<file path="config.mk">
export PLATFORM = sky130hd
export DESIGN_NAME = pix_frame_unpacker
export DESIGN_NICKNAME = d
export VERILOG_FILES = /design/src/rtl/pix_frame_unpacker.sv
export SDC_FILE = /design/constraint.sdc
export NUM_CORES = 1
export LEC_CHECK = 0
export CAP_MARGIN = 20
export CORE_ASPECT_RATIO = 1.25
export CORE_UTILIZATION = 50
export DETAILED_ROUTE_END_ITERATION = 6
export PLACE_DENSITY = 0.91
export SYNTH_ARGS = -nofsm -noshare
export SYNTH_HDL_FRONTEND = slang
export SYNTH_SLANG_ARGS = --single-unit
</file>
<file path="constraint.sdc">
create_clock -name clk -period 6 [get_ports clk]
set_input_delay 1.8 -clock clk [delete_from_list [all_inputs] [get_ports clk]]
set_output_delay 1.8 -clock clk [all_outputs]
set_load 0.05 [all_outputs]
</file>
<file path="src/rtl/pix_frame_unpacker.sv">
// Pixel frame unpacker: pops address/data words from a readout FIFO,
// tracks the address sequence and writes complete frames into a frame RAM.
module pix_frame_unpacker #(
  parameter int NPIX = 1024
) (
  input  logic        clk,
  input  logic        rst,
  input  logic        en,
  input  logic        clr_cnt,
  input  logic [15:0] fifo_dout,
  input  logic        fifo_empty,
  output logic        fifo_rd_en,
  output logic        ram_we,
  output logic [9:0]  ram_addr,
  output logic [5:0]  ram_din,
  output logic        frame_done,
  output logic [15:0] frame_cnt,
  output logic        seq_err,
  output logic [15:0] err_cnt,
  output logic        synced
);

  typedef enum logic [1:0] {
    IDLE,
    SYNC,
    RUN
  } state_t;

  localparam logic [9:0]  LAST = 10'(NPIX - 1);
  localparam logic [10:0] LIM  = 11'(NPIX);

  state_t     state;
  logic       rd_vld;
  logic [9:0] exp_addr;
  logic [9:0] addr;
  logic [5:0] data;
  logic       in_range;
  logic       match;

  assign addr       = fifo_dout[15:6];
  assign data       = fifo_dout[5:0];
  assign in_range   = {1'b0, addr} < LIM;
  assign match      = in_range && (addr == exp_addr);
  assign fifo_rd_en = en & ~fifo_empty & (state != IDLE);
  assign synced     = (state == RUN);

  always_ff @(posedge clk) begin
    if (rst) begin
      state      <= IDLE;
      rd_vld     <= 1'b0;
      exp_addr   <= '0;
      ram_we     <= 1'b0;
      ram_addr   <= '0;
      ram_din    <= '0;
      frame_done <= 1'b0;
      seq_err    <= 1'b0;
      frame_cnt  <= '0;
      err_cnt    <= '0;
    end else begin
      ram_we     <= 1'b0;
      frame_done <= 1'b0;
      seq_err    <= 1'b0;
      rd_vld     <= fifo_rd_en;
      unique case (state)
        IDLE: begin
          if (en) state <= SYNC;
        end
        SYNC: begin
          if (!en && !rd_vld) begin
            state    <= IDLE;
            exp_addr <= '0;
          end else if (rd_vld && addr == 10'd0) begin
            ram_we   <= 1'b1;
            ram_addr <= addr;
            ram_din  <= data;
            exp_addr <= 10'd1;
            state    <= RUN;
          end
        end
        RUN: begin
          if (!en && !rd_vld) begin
            state    <= IDLE;
            exp_addr <= '0;
          end else if (rd_vld) begin
            if (match) begin
              ram_we   <= 1'b1;
              ram_addr <= addr;
              ram_din  <= data;
              if (addr == LAST) begin
                frame_done <= 1'b1;
                frame_cnt  <= frame_cnt + 16'd1;
                exp_addr   <= '0;
              end else begin
                exp_addr <= exp_addr + 10'd1;
              end
            end else begin
              seq_err <= 1'b1;
              if (err_cnt != 16'hFFFF) err_cnt <= err_cnt + 16'd1;
              // An unexpected address 0 restarts the frame in place.
              if (addr == 10'd0) begin
                ram_we   <= 1'b1;
                ram_addr <= addr;
                ram_din  <= data;
                exp_addr <= 10'd1;
              end else begin
                state <= SYNC;
              end
            end
          end
        end
        default: state <= IDLE;
      endcase
      if (clr_cnt) begin
        frame_cnt <= '0;
        err_cnt   <= '0;
      end
    end
  end

endmodule

</file>
* Word-level counts from Yosys, hierarchy flattened
Index checks and enable logic that the tools add are counted.
** Word-level totals
- Bits in latches :: 0
- Memory bits (writable) :: 0
- Memories kept :: 0
- Logic and storage cells :: 91
- Flip-flop bits (word level) :: 64
- Bits of input ports :: 21
- ROM bits :: 0
** Cells by class
- Shifts and indexed selects :: 0
- Reductions and logical operators :: 16
- Bitwise logic cells :: 7
- Equal/unequal tests :: 16
- Multipliers :: 0
- Divide/modulo/power cells :: 0
- Order comparisons :: 0
- Add/subtract/negate cells :: 3
- Muxes and demuxes :: 39
** Operator list (count)
- two-way mux 10 bit :: 13
- one-hot mux 10 bit (2 select lines) :: 2
- two-way mux 6 bit :: 6
- adder 16 x 1 -> 16 bit (second input constant) :: 2
- != test 16 bit (second input constant) :: 1
- AND reduction 5 bit :: 3
- two-way mux 2 bit :: 7
- one-hot mux 6 bit (2 select lines) :: 1
- adder 10 x 1 -> 10 bit (second input constant) :: 1
- == test 10 bit :: 1
- == test 10 bit (second input constant) :: 1
- zero test 10 bit :: 1
- two-way mux 1 bit :: 8
- != test 2 bit (second input constant) :: 4
- != test 3 x 1 -> 1 bit (second input constant) :: 2
- != test 3 bit (second input constant) :: 2
- one-hot mux 2 bit (3 select lines) :: 1
- AND reduction 6 bit :: 1
- NOT 1 bit :: 5
- OR reduction 5 bit :: 1
- != test 4 x 1 -> 1 bit (second input constant) :: 1
- AND reduction 4 bit :: 1
- nonzero test 2 bit :: 2
- OR reduction 4 bit :: 1
- 10 further kinds :: 13

* Longest topological paths before layout
Gate-level depths: netlist of the first run.
- Depth in word-level cells :: 6
- Depth in mapped cells :: 9

* Worst setup path after synthesis of the first run
Ideal clock, no wire load.
- Path type :: input port to output port
- From :: input en
- To :: output fifo_rd_en
- Data required time :: 4200 ps
- Cell stages on the path :: 1
- Data arrival time :: 2978 ps
- Slack :: 1222 ps
- Path through :: nor3b_1
** Between the ends
- Longest elaborated chain between the ends :: 2
** RTL lines
- start: declaration :: RTL line 8 : input logic en,
- AND 1 bit (2 in series) :: RTL line 44 : assign fifo_rd_en = en & ~fifo_empty & (state != IDLE);
- end: declaration :: RTL line 12 : output logic fifo_rd_en,
Every way passes these cells.

* Worst setup path in the final report of the first run
Ends and elaborated chain as after synthesis.

==> results of run 1 <==
-- stage by stage --
| stage | power (mW) | util |
|---|---|---|
| 2_1_floorplan | 0.7348 | - |
| 3_3_place_gp | 0.8150 | 0.6616 |
| 3_5_place_dp | 0.8235 | 0.6616 |
| 4_1_cts | 1.204 | 0.6964 |
| 5_1_grt | 1.253 | 0.6964 |
| 6_report | 1.202 | 0.6964 |
-- routing by layer --
| metal | routed length, um | vias to the layer above |
|---|---|---|
| met3 | 417 | 14 |
| met1 | 3213 | 1398 |
| met5 | 0 | - |
| li1 | - | 1456 |
| met4 | 136 | 0 |
| met2 | 3831 | 116 |
-- worst min path at each step --
stage	startpoint	endpoint	slack, ns	depth (start not counted)
2_1_floorplan	state[1]	state[1]	0.47	2
3_3_place_gp	ram_addr[1]	ram_addr[1]	0.47	2
3_5_place_dp	ram_addr[5]	ram_addr[5]	0.49	2
4_1_cts	err_cnt[15]	err_cnt[15]	0.50	2
5_1_grt	ram_addr[2]	ram_addr[2]	0.52	2
6_report	ram_din[0]	ram_din[0]	0.50	2
-- critical path: stages --
cell             delay, ns
clkdlybuf4s50_1       0.59
nor3b_1               0.25
clkdlybuf4s50_1       0.84
-- Yosys cell counts (6+ instances only) --
cell type / number
a21oi_1: 24
and3_1: 11
and4_1: 7
clkbuf_1: 11
dfxtp_1: 64
ha_1: 7
inv_1: 9
mux2i_1: 19
nand2_1: 25
nand3_1: 19
nand4_1: 11
nor2_1: 43
nor2b_1: 6
o21ai_0: 17
or3_1: 14
xor2_1: 20
-- area by class of cell --
class | count | area [um2]
clock buffers | 11 | 151.4
repair buffers | 76 | 753.2
well taps | 82 | 102.6
inverters | 9 | 33.78
flip-flops and latches | 64 | 1281
multi-input cells | 277 | 1755
fillers | 458 | 1802
clock inverters | 5 | 55.05
-- power by group through the flow --
stage	registers, mW	logic, mW	clock network [mW]
after floorplan	0.564	0.170	0
after global placement	0.482	0.333	0
after detailed placement	0.485	0.339	0
after CTS	0.476	0.342	0.386
after global routing	0.480	0.365	0.408
final	0.476	0.340	0.386
-- logic make-up after synthesis --
group	synth area share
AND/OR/NAND/NOR	0.2707
AO/OA/AOI/OAI	0.1335
flip-flops	0.4070
buffers and inverters	0.03657
XOR/XNOR	0.06399
multiplexers	0.06041
adder cells (fa/ha/maj)	0.02782
-- state kept, by name, indices dropped and copies added (netlist names) --
register,cells
ram_addr,10
seq_err,1
err_cnt,16
rd_vld,1
ram_din,6
frame_cnt,16
state,2
frame_done,1
exp_addr,10
ram_we,1
-- layout by cell type (no fill, tap or decap), types with 3 or more instances in the layout --
| cell type | count |
|---|---|
| dfxtp_1 | 64 |
| nor2_1 | 43 |
| a21oi_1 | 24 |
| nor3_1 | 5 |
| and4_1 | 7 |
| a22o_1 | 3 |
| xor2_1 | 20 |
| nor2b_1 | 6 |
| nand4_1 | 11 |
| o22ai_1 | 4 |
| nand3_1 | 19 |
| mux2i_1 | 19 |
| a211oi_1 | 3 |
| a31o_2 | 3 |
| or3_1 | 14 |
| o21ai_0 | 17 |
| ha_1 | 7 |
| a31oi_1 | 3 |
| and3_1 | 11 |
| buf_4 | 3 |
| xnor2_1 | 3 |
| inv_1 | 9 |
| and2_1 | 5 |
| nand2_1 | 25 |
| clkdlybuf4s50_1 | 73 |
| clkbuf_8 | 11 |
==> results.yml, run 1 <==
placement:
  dp_slack_ns: 0.7121
  gp_congestion: 0.8718
  dp.cells: 508
  post_dp_cell_area_um2: 3926
  dpl.hpwl_um: 5404
  port_buffers: 73
clock_network:
  cts_hold_buf: 0
  cts_root_buffer: "clkbuf_8"
  clk_latency_ns: 0.35
  ctsLongestPathBuffers: 2
  htreeDepth: 3
  cts.sinks: 64
  cts_tree: "built"
  post_cts_buffers: 0
  cts_resized: 0
  numCtsBuffers: 9
  cts.reportedPaths.clkPinSlew_ns: 0.06
synthesis:
  synth_seq_cells: 64
  synth-edff-count: 0
  synth_area_leaders: "dfxtp_1 (41%), mux2i_1 (6.0%), xor2_1 (5.6%)"
  yosysTopAreaCell: "dfxtp_1"
  synth_cell_types: 47
  syn-num-nets: 394
  yosysSeqAreaShare: 0.4070
  ys.flop_type: "dfxtp_1"
  syn-instance-count: 366
  syn_avg_cell_area_um2: 8.601
  async_flop_share: 0
  yosysWarnings: 0
  netlist_area_um2: 3148
  yosysTopAreaCellShare: 0.4070
floorplanning:
  core-area_um2: 5934
  dieArea_um2: 6619
  ioPinCount: 74
  initial_core_util: 0.5305
  die_h_um: 90.72
  dieWidth_um: 72.97
  rows: 31
critical_path:
  critPathLaunchType: "input port"
  startpoint: "en"
  endpoint: "fifo_rd_en"
  crit_arrival_ns: 3.48
  endpoint_kind: "output port"
  rr_worst_depth: 6
  reg2reg_setup_slack_ns: 3.28
  crit_fanout: 7
  rr_endpoint: "frame_cnt[7]"
  timing.rr.start: "exp_addr[4]"
  critPathKind: "in2out"
  cp_data_required_time_ns: 4.20
global_routing:
  grt_use_total: 0.2434
  grt_pass1_wl_um: 12700
  grt_busiest_layer: "met2"
  grt_overflow_total: 0
  grt.met1_usage: 0.2895
  use_met3: 0.04799
  grt_pass1_vias: 2834
  gr-usage-met2: 0.4050
  grt_max_degree: 33
  antenna_found_initial: 0
finish:
  nets: 465
  stdcell_area_um2: 4133
  drive_above_1_share: 0.06561
  layoutNonFillerInstCount: 524
  syn_to_final_growth_pct: 31.28
  num_antenna_cells: 0
min_path:
  min_path_type: "reg2reg"
route:
  avgRoutedWirePerCell_um: 14.50
  post-route-drc-count: 0
  wirelength_um: 7598
  drt-initial-drc-count: 160
  dr.pass1.iters: 4
  vias: 2984
  viasPerCell: 5.695
  drtAntennaViolNets: 0
sta:
  hold_viol: 0
  timing.final.crit_share: 0.8793
  setup_viol: 0
  fmax_mhz: 189.6
  worst_pin_slew_ns: 0.9812
  slew_viol_final: 0
  clock_skew_ns: 0.01131
  fin_ws_ns: 0.7244
  slew_headroom: 0.3428
  rsz0062_at_grt: "no"
  fin_crit_ns: 5.276
  hold_slack_ns: 0.4998
  setup_tns_ns: 0
pwr:
  swShare: 0.3364
  ir_drop_v: 0.0003311
  power.share.combinational: 0.283
  intPower_mw: 0.7977
  p_sw_mw: 0.4043
  p_clk_frac: 0.321
  power.density_nw_per_um2: 290.9
  p_seq_frac: 0.396
  p_leak_nw: 1.512
status:
  status: "finished clean"
flow_run:
  cap_violations: 0
Power figures use the tool's default switching activity.
==> run 2: changes to the inputs <==
--- a/config.mk
+++ b/config.mk
@@ -6,7 +6,6 @@
 export NUM_CORES = 1
 export LEC_CHECK = 0
 export CAP_MARGIN = 20
-export CORE_ASPECT_RATIO = 1.25
 export CORE_UTILIZATION = 50
 export DETAILED_ROUTE_END_ITERATION = 6
 export PLACE_DENSITY = 0.91
==> run 2 against run 1 <==
Compared with the run above:
- non-clock buffer count grew 1
- register-to-register slack gained 0.11 ns
- clock skew shrank 0.0026 ns
- cell area shrank 0.48%
- sequential power is essentially flat
- critical endpoint unchanged
- largest power group unchanged
- highest routed layer unchanged
==> results.yml, run 2 (synthesized netlist as in run 1, its figures left out) <==
floorplanning:
  dieArea_um2: 6617
  core-area_um2: 5991
  rows: 28
  die_h_um: 81.35
  initial_core_util: 0.5255
  ioPinCount: 74
  dieWidth_um: 81.35
global_routing:
  grt_use_total: 0.2430
  grt_overflow_total: 0
  antenna_found_initial: 0
  grt_pass1_vias: 2751
  grt_pass1_wl_um: 12200
  grt_max_degree: 33
critical_path:
  crit_arrival_ns: 3.51
  crit_fanout: 7
  critPathKind: "in2out"
  endpoint_kind: "output port"
  cp_data_required_time_ns: 4.20
  critPathLaunchType: "input port"
finish:
  num_antenna_cells: 0
  final_core_util: 0.6865
  multi_input_area_um2: 1755
  stdcell_area_um2: 4113
  layout_commonest_cell: "clkdlybuf4s50_1"
  drive_above_1_share: 0.06546
  layoutNonFillerInstCount: 518
  filler_cell_count: 475
  nets: 466
  reg.largest.list: "err_cnt x16, frame_cnt x16"
  syn_to_final_growth_pct: 30.64
  mostFrequentLayoutCells: "clkdlybuf4s50_1 (73), dfxtp_1 (64), nor2_1 (43)"
  seqCellArea_um2: 1281
route:
  drt-initial-drc-count: 114
  drtAntennaViolNets: 0
  vias: 3008
  dr.pass1.iters: 5
  post-route-drc-count: 0
  avgRoutedWirePerCell_um: 14.59
  viasPerCell: 5.807
  wirelength_um: 7557
clock_network:
  numCtsBuffers: 9
  cts_root_buffer: "clkbuf_8"
  ctsLongestPathBuffers: 2
  cts_tree: "built"
  clk_latency_ns: 0.35
  post_cts_buffers: 0
  htreeDepth: 3
  cts.reportedPaths.clkPinSlew_ns: 0.07
  cts.sinks: 64
  cts_hold_buf: 0
  cts_resized: 0
sta:
  slew_headroom: 0.3645
  worst_pin_slew_ns: 0.9488
  hold_slack_ns: 0.4988
  fmax_mhz: 188.4
  clock_skew_ns: 0.008701
  setup_viol: 0
  fin_ws_ns: 0.6917
  hold_viol: 0
  rsz0062_at_grt: "no"
  timing.final.crit_share: 0.8847
  setup_tns_ns: 0
  fin_crit_ns: 5.308
  slew_viol_final: 0
pwr:
  power.density_nw_per_um2: 286.0
  p_leak_nw: 1.508
  ir_drop_v: 0.0002661
  finalPower_mw: 1.176
placement:
  post_dp_cell_area_um2: 3925
  dp_slack_ns: 0.6817
  dpl.hpwl_um: 5438
  port_buffers: 73
  dp.cells: 502
  gp_congestion: 0.8324
min_path:
  min_path_type: "reg2reg"
status:
  status: "finished clean"
flow_run:
  cap_violations: 0
-- run 2: worst paths after layout --
check                           slack [ns]      endpoint  cells past startpoint          from
worst max-delay path                  0.69    fifo_rd_en                      3            en
worst min-delay path                  0.50  frame_cnt[8]                      2  frame_cnt[8]
worst max register to register        3.39  frame_cnt[5]                      6   exp_addr[0]
worst min register to register        0.50  frame_cnt[8]                      2  frame_cnt[8]
-- run 2: worst max-delay path: stages --
cell and delay (ns):
clkdlybuf4s50_1 0.59, nor3b_1 0.27, clkdlybuf4s50_1 0.85
-- run 2: metal layers --
metal  GRT usage  routed length, um  vias up
met4      0.1071                136        0
met2      0.4325               3869      111
met1      0.2720               3113     1422
met5           0                  0        -
li1            -                  -     1459
met3     0.05843                437       16
-- run 2: where the power goes --
group	switching, mW	total (mW)	internal, mW
combinational	0.211	0.342	0.131
sequential	0.0211	0.476	0.455
clock	0.169	0.359	0.190
-- run 2: final cells by class --
class / instances / share of cell area
clock inverter: 6 / 0.01460
clock buffer: 10 / 0.03103
inverter: 9 / 0.008214
timing repair buffer: 77 / 0.1850
tap: 75 / 0.02282
multi-input combinational: 277 / 0.4268
sequential: 64 / 0.3115
